$ cat config.mk
export PLATFORM = sky130hd
export DESIGN_NAME = param_vending_ctrl_flat
export DESIGN_NICKNAME = d
export VERILOG_FILES = /design/src/rtl/param_vending_ctrl_if.sv /design/src/rtl/param_vending_ctrl.sv /design/src/flat_wrapper.sv
export SDC_FILE = /design/constraint.sdc
export NUM_CORES = 1
export LEC_CHECK = 0
export CAP_MARGIN = 0
export CORE_ASPECT_RATIO = 0.75
export CORE_MARGIN = 2
export CORE_UTILIZATION = 48
export CTS_CLUSTER_DIAMETER = 200
export DETAILED_ROUTE_END_ITERATION = 10
export GPL_TIMING_DRIVEN = 0
export PLACE_DENSITY = 0.88
export SLEW_MARGIN = 40
export SYNTH_ARGS = -nofsm -noshare
export SYNTH_HDL_FRONTEND = slang
export SYNTH_SLANG_ARGS = --single-unit
$ cat constraint.sdc
create_clock -name clk -period 2.97 [get_ports clk]
set_clock_uncertainty 0.2 [all_clocks]
set_input_delay 0.594 -clock clk [delete_from_list [all_inputs] [get_ports clk]]
set_output_delay 0.594 -clock clk [all_outputs]
set_load 0.01 [all_outputs]
$ cat src/rtl/param_vending_ctrl_if.sv
// Handshake bundle between the vending controller and its coin front-end,
// dispense actuator and change payout mechanism.
interface param_vending_ctrl_if #(
  parameter int CREDIT_W = 8,
  parameter int STOCK_W  = 4
);
  logic                coin_valid;
  logic                coin_sel;
  logic                cancel;
  logic                restock;
  logic [STOCK_W-1:0]  restock_val;
  logic                chg_ack;
  logic                coin_reject;
  logic                dispense;
  logic                chg_valid;
  logic                chg_sel;
  logic [CREDIT_W-1:0] credit;
  logic [STOCK_W-1:0]  stock;
  logic                sold_out;

  modport master (
    output coin_valid, coin_sel, cancel,
    output restock, restock_val, chg_ack,
    input  coin_reject, dispense,
    input  chg_valid, chg_sel,
    input  credit, stock, sold_out
  );

  modport slave (
    input  coin_valid, coin_sel, cancel,
    input  restock, restock_val, chg_ack,
    output coin_reject, dispense,
    output chg_valid, chg_sel,
    output credit, stock, sold_out
  );
endinterface

$ cat src/rtl/param_vending_ctrl.sv
// Two-coin vending controller: credit accumulation, vend, coin-by-coin
// change/refund payout over valid/ack, and stock tracking.
module param_vending_ctrl #(
  parameter int CREDIT_W   = 8,
  parameter int PRICE      = 15,
  parameter int COIN0_VAL  = 5,
  parameter int COIN1_VAL  = 10,
  parameter int STOCK_W    = 4,
  parameter int STOCK_INIT = 8
) (
  input logic clk,
  input logic rst,
  param_vending_ctrl_if.slave bus
);

  typedef enum logic [1:0] {
    S_IDLE,
    S_COLLECT,
    S_VEND,
    S_CHANGE
  } state_t;

  localparam logic [CREDIT_W-1:0] C0 = CREDIT_W'(COIN0_VAL);
  localparam logic [CREDIT_W-1:0] C1 = CREDIT_W'(COIN1_VAL);
  localparam logic [CREDIT_W:0]   P  = (CREDIT_W+1)'(PRICE);
  localparam logic [STOCK_W-1:0]  SI = STOCK_W'(STOCK_INIT);
  localparam logic [STOCK_W-1:0]  S1 = STOCK_W'(1);

  state_t              r_state;
  state_t              w_state_nxt;
  logic [CREDIT_W-1:0] r_credit;
  logic [CREDIT_W-1:0] w_credit_nxt;
  logic [STOCK_W-1:0]  r_stock;
  logic [STOCK_W-1:0]  w_stock_nxt;
  logic [CREDIT_W:0]   w_sum;
  logic [CREDIT_W-1:0] w_coin_v;
  logic [CREDIT_W-1:0] w_chg_v;
  logic                w_chg_big;
  logic                w_sold_out;
  logic                w_busy;
  logic                w_accept;

  // Coin/price values the payout logic cannot settle exactly are flagged
  always_ff @(posedge clk) begin
    assert (PRICE % COIN0_VAL == 0 &&
            COIN1_VAL % COIN0_VAL == 0 &&
            COIN1_VAL > COIN0_VAL)
      else $error("param_vending_ctrl: bad coin/price parameters");
  end

  // Shared decode of the current coin, credit sum and change coin
  always_comb begin
    w_sold_out = (r_stock == '0);
    w_busy     = (r_state == S_VEND) || (r_state == S_CHANGE);
    w_coin_v   = bus.coin_sel ? C1 : C0;
    w_accept   = bus.coin_valid & ~w_busy & ~w_sold_out;
    w_sum      = {1'b0, r_credit} + {1'b0, w_coin_v};
    w_chg_big  = (r_credit >= C1);
    w_chg_v    = w_chg_big ? C1 : C0;
  end

  // State and credit register; reset forfeits any held credit
  always_ff @(posedge clk or posedge rst) begin
    if (rst) begin
      r_state  <= S_IDLE;
      r_credit <= '0;
    end else begin
      r_state  <= w_state_nxt;
      r_credit <= w_credit_nxt;
    end
  end

  // Next state and next credit
  always_comb begin
    w_state_nxt  = r_state;
    w_credit_nxt = r_credit;
    unique case (r_state)
      S_IDLE, S_COLLECT: begin
        if (w_accept) begin
          if (w_sum >= P) begin
            w_state_nxt  = S_VEND;
            w_credit_nxt = CREDIT_W'(w_sum - P);
          end else begin
            w_credit_nxt = w_sum[CREDIT_W-1:0];
            w_state_nxt  = bus.cancel ? S_CHANGE : S_COLLECT;
          end
        end else if (r_state == S_COLLECT && bus.cancel) begin
          w_state_nxt = S_CHANGE;
        end
      end
      S_VEND: begin
        w_state_nxt = (r_credit != '0) ? S_CHANGE : S_IDLE;
      end
      S_CHANGE: begin
        if (bus.chg_ack) begin
          w_credit_nxt = r_credit - w_chg_v;
          if (w_credit_nxt == '0) begin
            w_state_nxt = S_IDLE;
          end
        end
      end
      default: begin
        w_state_nxt = S_IDLE;
      end
    endcase
  end

  // Stock: restock overrides the vend decrement on the same edge
  always_comb begin
    w_stock_nxt = r_stock;
    if (bus.restock) begin
      w_stock_nxt = bus.restock_val;
    end else if (r_state == S_VEND && !w_sold_out) begin
      w_stock_nxt = r_stock - S1;
    end
  end

  // Stock register, reloaded with the initial count on reset
  always_ff @(posedge clk or posedge rst) begin
    if (rst) begin
      r_stock <= SI;
    end else begin
      r_stock <= w_stock_nxt;
    end
  end

  // Outputs decoded from state; change coin held stable until acked
  always_comb begin
    bus.coin_reject = bus.coin_valid & (w_busy | w_sold_out);
    bus.dispense    = (r_state == S_VEND);
    bus.chg_valid   = (r_state == S_CHANGE);
    bus.chg_sel     = (r_state == S_CHANGE) & w_chg_big;
    bus.credit      = r_credit;
    bus.stock       = r_stock;
    bus.sold_out    = w_sold_out;
  end

endmodule

$ cat src/flat_wrapper.sv
// flat-port wrapper written by rule: the top's interface ports become plain ports
module param_vending_ctrl_flat 
#(
  parameter int CREDIT_W   = 8,
  parameter int PRICE      = 15,
  parameter int COIN0_VAL  = 5,
  parameter int COIN1_VAL  = 10,
  parameter int STOCK_W    = 4,
  parameter int STOCK_INIT = 8
)
  (clk, rst, bus_coin_valid, bus_coin_sel, bus_cancel, bus_restock, bus_restock_val, bus_chg_ack, bus_coin_reject, bus_dispense, bus_chg_valid, bus_chg_sel, bus_credit, bus_stock, bus_sold_out);
  param_vending_ctrl_if #(.CREDIT_W(CREDIT_W), .STOCK_W(STOCK_W)) bus_i ();
  input logic clk;
  input logic rst;
  input wire logic [$bits(bus_i.coin_valid)-1:0] bus_coin_valid;
  input wire logic [$bits(bus_i.coin_sel)-1:0] bus_coin_sel;
  input wire logic [$bits(bus_i.cancel)-1:0] bus_cancel;
  input wire logic [$bits(bus_i.restock)-1:0] bus_restock;
  input wire logic [$bits(bus_i.restock_val)-1:0] bus_restock_val;
  input wire logic [$bits(bus_i.chg_ack)-1:0] bus_chg_ack;
  output wire logic [$bits(bus_i.coin_reject)-1:0] bus_coin_reject;
  output wire logic [$bits(bus_i.dispense)-1:0] bus_dispense;
  output wire logic [$bits(bus_i.chg_valid)-1:0] bus_chg_valid;
  output wire logic [$bits(bus_i.chg_sel)-1:0] bus_chg_sel;
  output wire logic [$bits(bus_i.credit)-1:0] bus_credit;
  output wire logic [$bits(bus_i.stock)-1:0] bus_stock;
  output wire logic [$bits(bus_i.sold_out)-1:0] bus_sold_out;
  assign bus_i.coin_valid = bus_coin_valid;
  assign bus_i.coin_sel = bus_coin_sel;
  assign bus_i.cancel = bus_cancel;
  assign bus_i.restock = bus_restock;
  assign bus_i.restock_val = bus_restock_val;
  assign bus_i.chg_ack = bus_chg_ack;
  assign bus_coin_reject = bus_i.coin_reject;
  assign bus_dispense = bus_i.dispense;
  assign bus_chg_valid = bus_i.chg_valid;
  assign bus_chg_sel = bus_i.chg_sel;
  assign bus_credit = bus_i.credit;
  assign bus_stock = bus_i.stock;
  assign bus_sold_out = bus_i.sold_out;
  param_vending_ctrl #(.CREDIT_W(CREDIT_W), .PRICE(PRICE), .COIN0_VAL(COIN0_VAL), .COIN1_VAL(COIN1_VAL), .STOCK_W(STOCK_W), .STOCK_INIT(STOCK_INIT)) u_core (.clk(clk), .rst(rst), .bus(bus_i));
endmodule
======== After elaboration in Yosys (flattened, before gate mapping) ========
Cells that the tools add are included.
storage, ports and cells
  bits in registers ....................... 14
  input bits .............................. 11
  logic and storage cells ................. 52
cells by class
  add/sub/neg operators ................... 4
  $lt $le $gt $ge ......................... 2
  equal/unequal tests ..................... 7
  multiplexer cells ....................... 16
  bitwise gates (word level) .............. 7
  reduce and logical (&&, ||, !) cells .... 13
operators with widths
  kind                                                  number
  two-way mux 8 bit                                     3
  two-way mux 4 bit                                     4
  one-hot mux 8 bit (2 select lines)                    1
  two-way mux 2 bit                                     7
  adder 8 x 4 -> 9 bit                                  1
  >= comparator 9 x 4 -> 1 bit (second input constant)  1
  >= comparator 8 x 4 -> 1 bit (second input constant)  1
  logical NOT 8 bit                                     1
  nonzero test 8 bit                                    1
  subtractor 8 x 4 -> 8 bit (second input constant)     1
  subtractor 8 bit                                      1
  one-hot mux 2 bit (3 select lines)                    1
  AND reduction 3 bit                                   2
  bitwise AND 1 bit                                     4
  == test 2 bit (second input constant)                 2
  logical NOT 4 bit                                     1
  != test 2 x 1 -> 1 bit (second input constant)        2
  nonzero test 2 bit                                    2
  subtractor 4 x 1 -> 4 bit (second input constant)     1
  != test 3 x 1 -> 1 bit (second input constant)        1
  == test 2 x 1 -> 1 bit (second input constant)        1
  logical AND 1 bit                                     2
  logical NOT 2 bit                                     1
  != test 2 bit (second input constant)                 1
  other kinds (5)                                       6

======== Logic depth before layout (Yosys ltp) ========
  word-level depth ........................ 7
  gate-level depth with buffers ........... 14
  mapped depth without buffers ............ 13

======== Worst setup path after synthesis ========
OpenSTA, ideal clock, no wires.
  path type ............................... register to register
  from .................................... register u_core.r_credit[4], in the netlist u_core.bus.credit[4]
  to ...................................... register u_core.r_state[1]
  library setup time ...................... 0.141 ns
  arrival ................................. 2.805 ns
  data required time ...................... 2.629 ns
  slack ................................... -0.176 ns
  stages on the path, launching flop included .. 14
  path buffers ............................ 1
  clock period less this slack ............ 3.146 ns
  cells stage by stage .................... dfrtp_1 buf_4 or3_1 nor2_1 nand2_1 inv_1 ha_1 nor2b_1 o31a_1 nor3_2 xnor2_1 a41oi_1 nor4_1 a21oi_1
on the way
  longest elaborated chain between the ends .. 6
  elaborated cells between the ends (all ways) .. 13
ends and longest elaborated chain
  item                                     line                      RTL
  start, declared                          param_vending_ctrl.sv:31  logic [CREDIT_W-1:0] r_credit;
  start signal, assigned                   param_vending_ctrl.sv:69  r_credit <= w_credit_nxt;
  >= comparator 8 x 4 -> 1 bit             param_vending_ctrl.sv:58  w_chg_big = (r_credit >= C1);
  two-way mux 4 bit                        param_vending_ctrl.sv:59  w_chg_v = w_chg_big ? C1 : C0;
  subtractor 8 bit                         param_vending_ctrl.sv:96  w_credit_nxt = r_credit - w_chg_v;
  logical NOT 8 bit                        param_vending_ctrl.sv:97  if (w_credit_nxt == '0) begin
  != test 2 x 1 -> 1 bit (no source line)  -
  AND reduction 3 bit (no source line)     -
  end signal, assigned                     param_vending_ctrl.sv:68  r_state <= w_state_nxt;
  end, declared                            param_vending_ctrl.sv:29  state_t r_state;
Parallel ways exist; a longest one is shown, timed or not.
A chain may end at the register's enable or synchronous reset.

======== Final worst setup path ========
  from .................................... register u_core.r_credit[5], in the netlist u_core.bus.credit[5]
  to ...................................... register u_core.r_state[1]
The elaborated chain is that of the path after synthesis.

==> flow_results.xml <==
<?xml version="1.0" encoding="UTF-8"?>
<metrics>
  <group name="power_and_ir_drop">
    <metric name="p_int" unit="W">0.00132</metric>
    <metric name="sw_frac_of_total" unit="">0.487</metric>
    <metric name="finalPower" unit="W">0.00256</metric>
    <metric name="net-switching-power" unit="W">0.00125</metric>
    <metric name="p_leak" unit="nW">0.882</metric>
    <metric name="power_density" unit="nW/um^2">1170</metric>
    <metric name="sequentialPowerShare" unit="">0.155</metric>
    <metric name="power_share_of_the_combinational_group" unit="">0.784</metric>
    <metric name="power.clock.fraction" unit="">0.061</metric>
    <metric name="max-vdd-ir-drop" unit="V">0.000671</metric>
  </group>
  <group name="setup_path">
    <metric name="worst_setup_path_end_kind" unit="">flop</metric>
    <metric name="path_max_fanout" unit="">3</metric>
    <metric name="worst_ep_arrival_time" unit="ns">2.92</metric>
    <metric name="category_of_the_critical_setup_timing_path" unit="">flop to flop</metric>
    <metric name="worst_ep_required_time" unit="ns">2.88</metric>
    <metric name="start_kind" unit="">flop</metric>
  </group>
  <group name="placement">
    <metric name="placed_cells_incl_taps" unit="">251</metric>
    <metric name="gpl.final_weighted_congestion" unit="">0.878</metric>
    <metric name="io_buffers" unit="">27</metric>
    <metric name="dp.final_hpwl" unit="um">3110</metric>
    <metric name="post_place_setup_slack" unit="ns">-0.813</metric>
  </group>
  <group name="layout">
    <metric name="final_common_cell" unit="">sky130_fd_sc_hd__clkdlybuf4s50_1</metric>
    <metric name="fillerInstances" unit="">228</metric>
    <metric name="insertedDiodeCount" unit="">0</metric>
    <metric name="drive_above_1_share" unit="">0.281</metric>
    <metric name="layout.cells.most_common_list" unit="">26 x sky130_fd_sc_hd__clkdlybuf4s50_1, 18 x sky130_fd_sc_hd__nand2_1, 17 x sky130_fd_sc_hd__buf_4</metric>
    <metric name="number_of_non_filler_instances_in_the_completed_layout" unit="">269</metric>
    <metric name="final_nets" unit="">255</metric>
    <metric name="area_growth" unit="%">40.8</metric>
    <metric name="area.sequential" unit="um^2">355</metric>
    <metric name="multi_input_comb_area" unit="um^2">1290</metric>
  </group>
  <group name="clocking">
    <metric name="clk_transition_reported_paths" unit="ns">0.05</metric>
    <metric name="cts-htree-levels" unit="">1</metric>
    <metric name="clk_latency" unit="ns">0.25</metric>
    <metric name="clock-sinks" unit="">14</metric>
    <metric name="cts_buffers" unit="">3</metric>
    <metric name="tritoncts" unit="">yes</metric>
    <metric name="buffers_from_clock_root_to_sink_at_most" unit="">2</metric>
    <metric name="clock_tree.root_cell" unit="">sky130_fd_sc_hd__clkbuf_8</metric>
  </group>
  <group name="logic_synthesis">
    <metric name="synth_largest_area_cell" unit="">sky130_fd_sc_hd__dfrtp_1</metric>
    <metric name="synth.top_cell.area_share" unit="">0.209</metric>
    <metric name="synth.distinct_cells" unit="">59</metric>
    <metric name="asyncSetResetFlopFracSynth" unit="">1.00</metric>
    <metric name="syn_area" unit="um^2">1550</metric>
    <metric name="ys_dominant_reg_cell" unit="">sky130_fd_sc_hd__dfrtp_1</metric>
    <metric name="syn_inst" unit="">186</metric>
    <metric name="synth_seq_area_share" unit="">0.226</metric>
    <metric name="mappedNetlistNets" unit="">209</metric>
    <metric name="number_of_synthesized_register_bits" unit="">14</metric>
    <metric name="yosys_warnings" unit="">0</metric>
    <metric name="synth_edf_count" unit="">0</metric>
    <metric name="synth.area.top_cells" unit="">sky130_fd_sc_hd__dfrtp_1 21%, sky130_fd_sc_hd__ha_1 8.1%, sky130_fd_sc_hd__xnor2_1 5.1%</metric>
    <metric name="synthesis.area_per_instance" unit="um^2">8.35</metric>
  </group>
  <group name="global_route">
    <metric name="grt_overflow_total" unit="">0</metric>
    <metric name="grt_util_met1" unit="">0.370</metric>
    <metric name="first_global_vias" unit="">1478</metric>
    <metric name="grt_first_pass_wirelength" unit="um">7300</metric>
    <metric name="groute.usage.overall" unit="">0.256</metric>
    <metric name="grt.met3_usage" unit="">0.0648</metric>
    <metric name="antenna_violations_before_repair" unit="">0</metric>
    <metric name="gr-usage-met2" unit="">0.380</metric>
    <metric name="grt_start_max_net_pins" unit="">15</metric>
    <metric name="routing_layer_with_the_top_usage_in_global_route" unit="">met2</metric>
  </group>
  <group name="floorplan">
    <metric name="die_area" unit="um^2">3710</metric>
    <metric name="floorplan.die.height" unit="um">53.3</metric>
    <metric name="placement_rows" unit="">17</metric>
    <metric name="io_pins" unit="">28</metric>
    <metric name="die-width" unit="um">69.7</metric>
    <metric name="core-area" unit="um^2">3020</metric>
    <metric name="initial_core_util" unit="">0.514</metric>
  </group>
  <group name="sta">
    <metric name="min_period" unit="ns">3.00</metric>
    <metric name="timing.final.hold_violations" unit="">0</metric>
    <metric name="timing.final.crit_share" unit="">1.01</metric>
    <metric name="worst_slew_margin_rel" unit="">0.650</metric>
    <metric name="timing.final.max_slew_violations" unit="">0</metric>
    <metric name="clock.fmax" unit="GHz">0.333</metric>
    <metric name="finalWorstSetupSlack" unit="ns">-0.0335</metric>
    <metric name="finalHoldWorstSlack" unit="ns">0.393</metric>
    <metric name="count_of_endpoints_failing_setup_in_the_final_report" unit="">3</metric>
    <metric name="rsz_0062_raised_after_global_routing" unit="">yes</metric>
    <metric name="tightestPinTransition" unit="ns">0.522</metric>
  </group>
  <group name="outcome">
    <metric name="status" unit="">finished, violations left</metric>
    <metric name="failing_checks" unit="">setup timing</metric>
  </group>
  <group name="route">
    <metric name="drc" unit="">0</metric>
    <metric name="num_vias" unit="">1605</metric>
    <metric name="ant_nets" unit="">0</metric>
    <metric name="drt_iter0_drc" unit="">77</metric>
    <metric name="routed_wirelength" unit="um">4410</metric>
    <metric name="route.detailed.wl_per_inst" unit="um">16.4</metric>
    <metric name="first_pass_iters" unit="">4</metric>
    <metric name="viasPerCell" unit="">5.97</metric>
  </group>
  <group name="worst_hold_path">
    <metric name="hold_class" unit="">flop to flop</metric>
  </group>
  <group name="flow_run">
    <metric name="max-cap-violations" unit="">0</metric>
  </group>
</metrics>
## registers in the layout, indices dropped and copies added, names as in the netlist
name and count:
u_core.r_state 2, u_core.bus.stock 4, u_core.bus.credit 8
## per-layer routing
metal / up-vias / wire length, um
li1: 771 / -
met1: 761 / 2080
met2: 65 / 1930
met3: 8 / 342
met4: 0 / 63
met5: - / 0
## kinds of logic after synthesis
logic type,after synthesis,synth area share
buffers and inverters,15,0.0451
multiplexers,4,0.0266
XOR/XNOR,14,0.0837
AND/OR/NAND/NOR,78,0.271
AO/OA/AOI/OAI,49,0.242
flip-flops,14,0.226
adder cells (fa/ha/maj),12,0.106
## final cells by class
type | count | share of cell area
inverter | 10 | 0.0183
multi-input combinational | 157 | 0.591
timing repair buffer | 43 | 0.177
clock buffer | 4 | 0.0206
sequential | 14 | 0.162
buffer | 3 | 0.00915
tap | 38 | 0.0217
## timing repair
item                                    in CTS  in global routing
gates cloned                                 0                  0
gates resized for setup                     19                 16
pin swaps                                   17                 17
hold buffers                                 0                  0
buffers inserted                            13                  3
endpoints found under the setup margin      10                 10
## synthesized netlist by cell type (2+ instances only)
| master | instances |
|---|---|
| sky130_fd_sc_hd__o221ai_1 | 2 |
| sky130_fd_sc_hd__a21o_1 | 2 |
| sky130_fd_sc_hd__nor2b_1 | 4 |
| sky130_fd_sc_hd__nor4_1 | 3 |
| sky130_fd_sc_hd__o21a_1 | 3 |
| sky130_fd_sc_hd__o21bai_1 | 2 |
| sky130_fd_sc_hd__nor3_1 | 6 |
| sky130_fd_sc_hd__a211oi_2 | 3 |
| sky130_fd_sc_hd__nor2_1 | 15 |
| sky130_fd_sc_hd__inv_1 | 9 |
| sky130_fd_sc_hd__nand2_1 | 19 |
| sky130_fd_sc_hd__mux2i_1 | 3 |
| sky130_fd_sc_hd__nand4_1 | 5 |
| sky130_fd_sc_hd__a21oi_1 | 9 |
| sky130_fd_sc_hd__or2_2 | 2 |
| sky130_fd_sc_hd__o21ai_1 | 4 |
| sky130_fd_sc_hd__buf_2 | 2 |
| sky130_fd_sc_hd__xor2_1 | 4 |
| sky130_fd_sc_hd__nand2b_1 | 2 |
| sky130_fd_sc_hd__xnor2_1 | 9 |
| sky130_fd_sc_hd__dfrtp_1 | 13 |
| sky130_fd_sc_hd__o21ai_0 | 9 |
| sky130_fd_sc_hd__a41oi_1 | 2 |
| sky130_fd_sc_hd__and3_1 | 2 |
| sky130_fd_sc_hd__or3_1 | 2 |
| sky130_fd_sc_hd__nand3_1 | 7 |
| sky130_fd_sc_hd__fa_1 | 2 |
| sky130_fd_sc_hd__ha_1 | 10 |
## power groups by stage
stage	clock network, W	logic [W]	registers [W]
3_5_place_dp	0	0.00165	0.000387
3_3_place_gp	0	0.00162	0.000385
5_1_grt	0.000168	0.00218	0.000411
6_report	0.000157	0.00201	0.000397
2_1_floorplan	0	0.00119	0.000389
4_1_cts	0.000160	0.00187	0.000382
## critical path, cell delays in order (launching register included)
cell                      delay (ns)
sky130_fd_sc_hd__dfrtp_2        0.42
sky130_fd_sc_hd__or3_4          0.42
sky130_fd_sc_hd__nor2_4         0.17
sky130_fd_sc_hd__nand2_4        0.08
sky130_fd_sc_hd__inv_4          0.09
sky130_fd_sc_hd__ha_4           0.20
sky130_fd_sc_hd__nor2b_4        0.12
sky130_fd_sc_hd__o31a_1         0.30
sky130_fd_sc_hd__nor3_2         0.20
sky130_fd_sc_hd__xnor2_1        0.17
sky130_fd_sc_hd__a41oi_2        0.19
sky130_fd_sc_hd__nor4_4         0.22
sky130_fd_sc_hd__a21oi_1        0.10
## final timing paths
kind                                 startpoint  depth (start not counted)                    to  slack (ns)
setup reg to reg           u_core.bus.credit[5]                         12     u_core.r_state[1]       -0.03
hold reg to reg               u_core.r_state[0]                          2     u_core.r_state[0]        0.39
hold / removal                u_core.r_state[0]                          2     u_core.r_state[0]        0.39
max in group asynchronous                   rst                          2  u_core.bus.credit[5]        1.71
min in group asynchronous                   rst                          2  u_core.bus.credit[2]        0.49
setup / recovery           u_core.bus.credit[5]                         12     u_core.r_state[1]       -0.03
## per-stage QoR
step / utilization / cell area (um^2) / TNS, ns
floorplan: - / 1570 / 0
global placement: 0.626 / 1890 / -6.39
detailed placement: 0.626 / 1890 / -7.03
CTS: 0.699 / 2110 / -0.189
global route: 0.725 / 2190 / -0.426
finish: 0.725 / 2190 / -0.0501
Note: power is estimated with default switching activity, not from simulation.
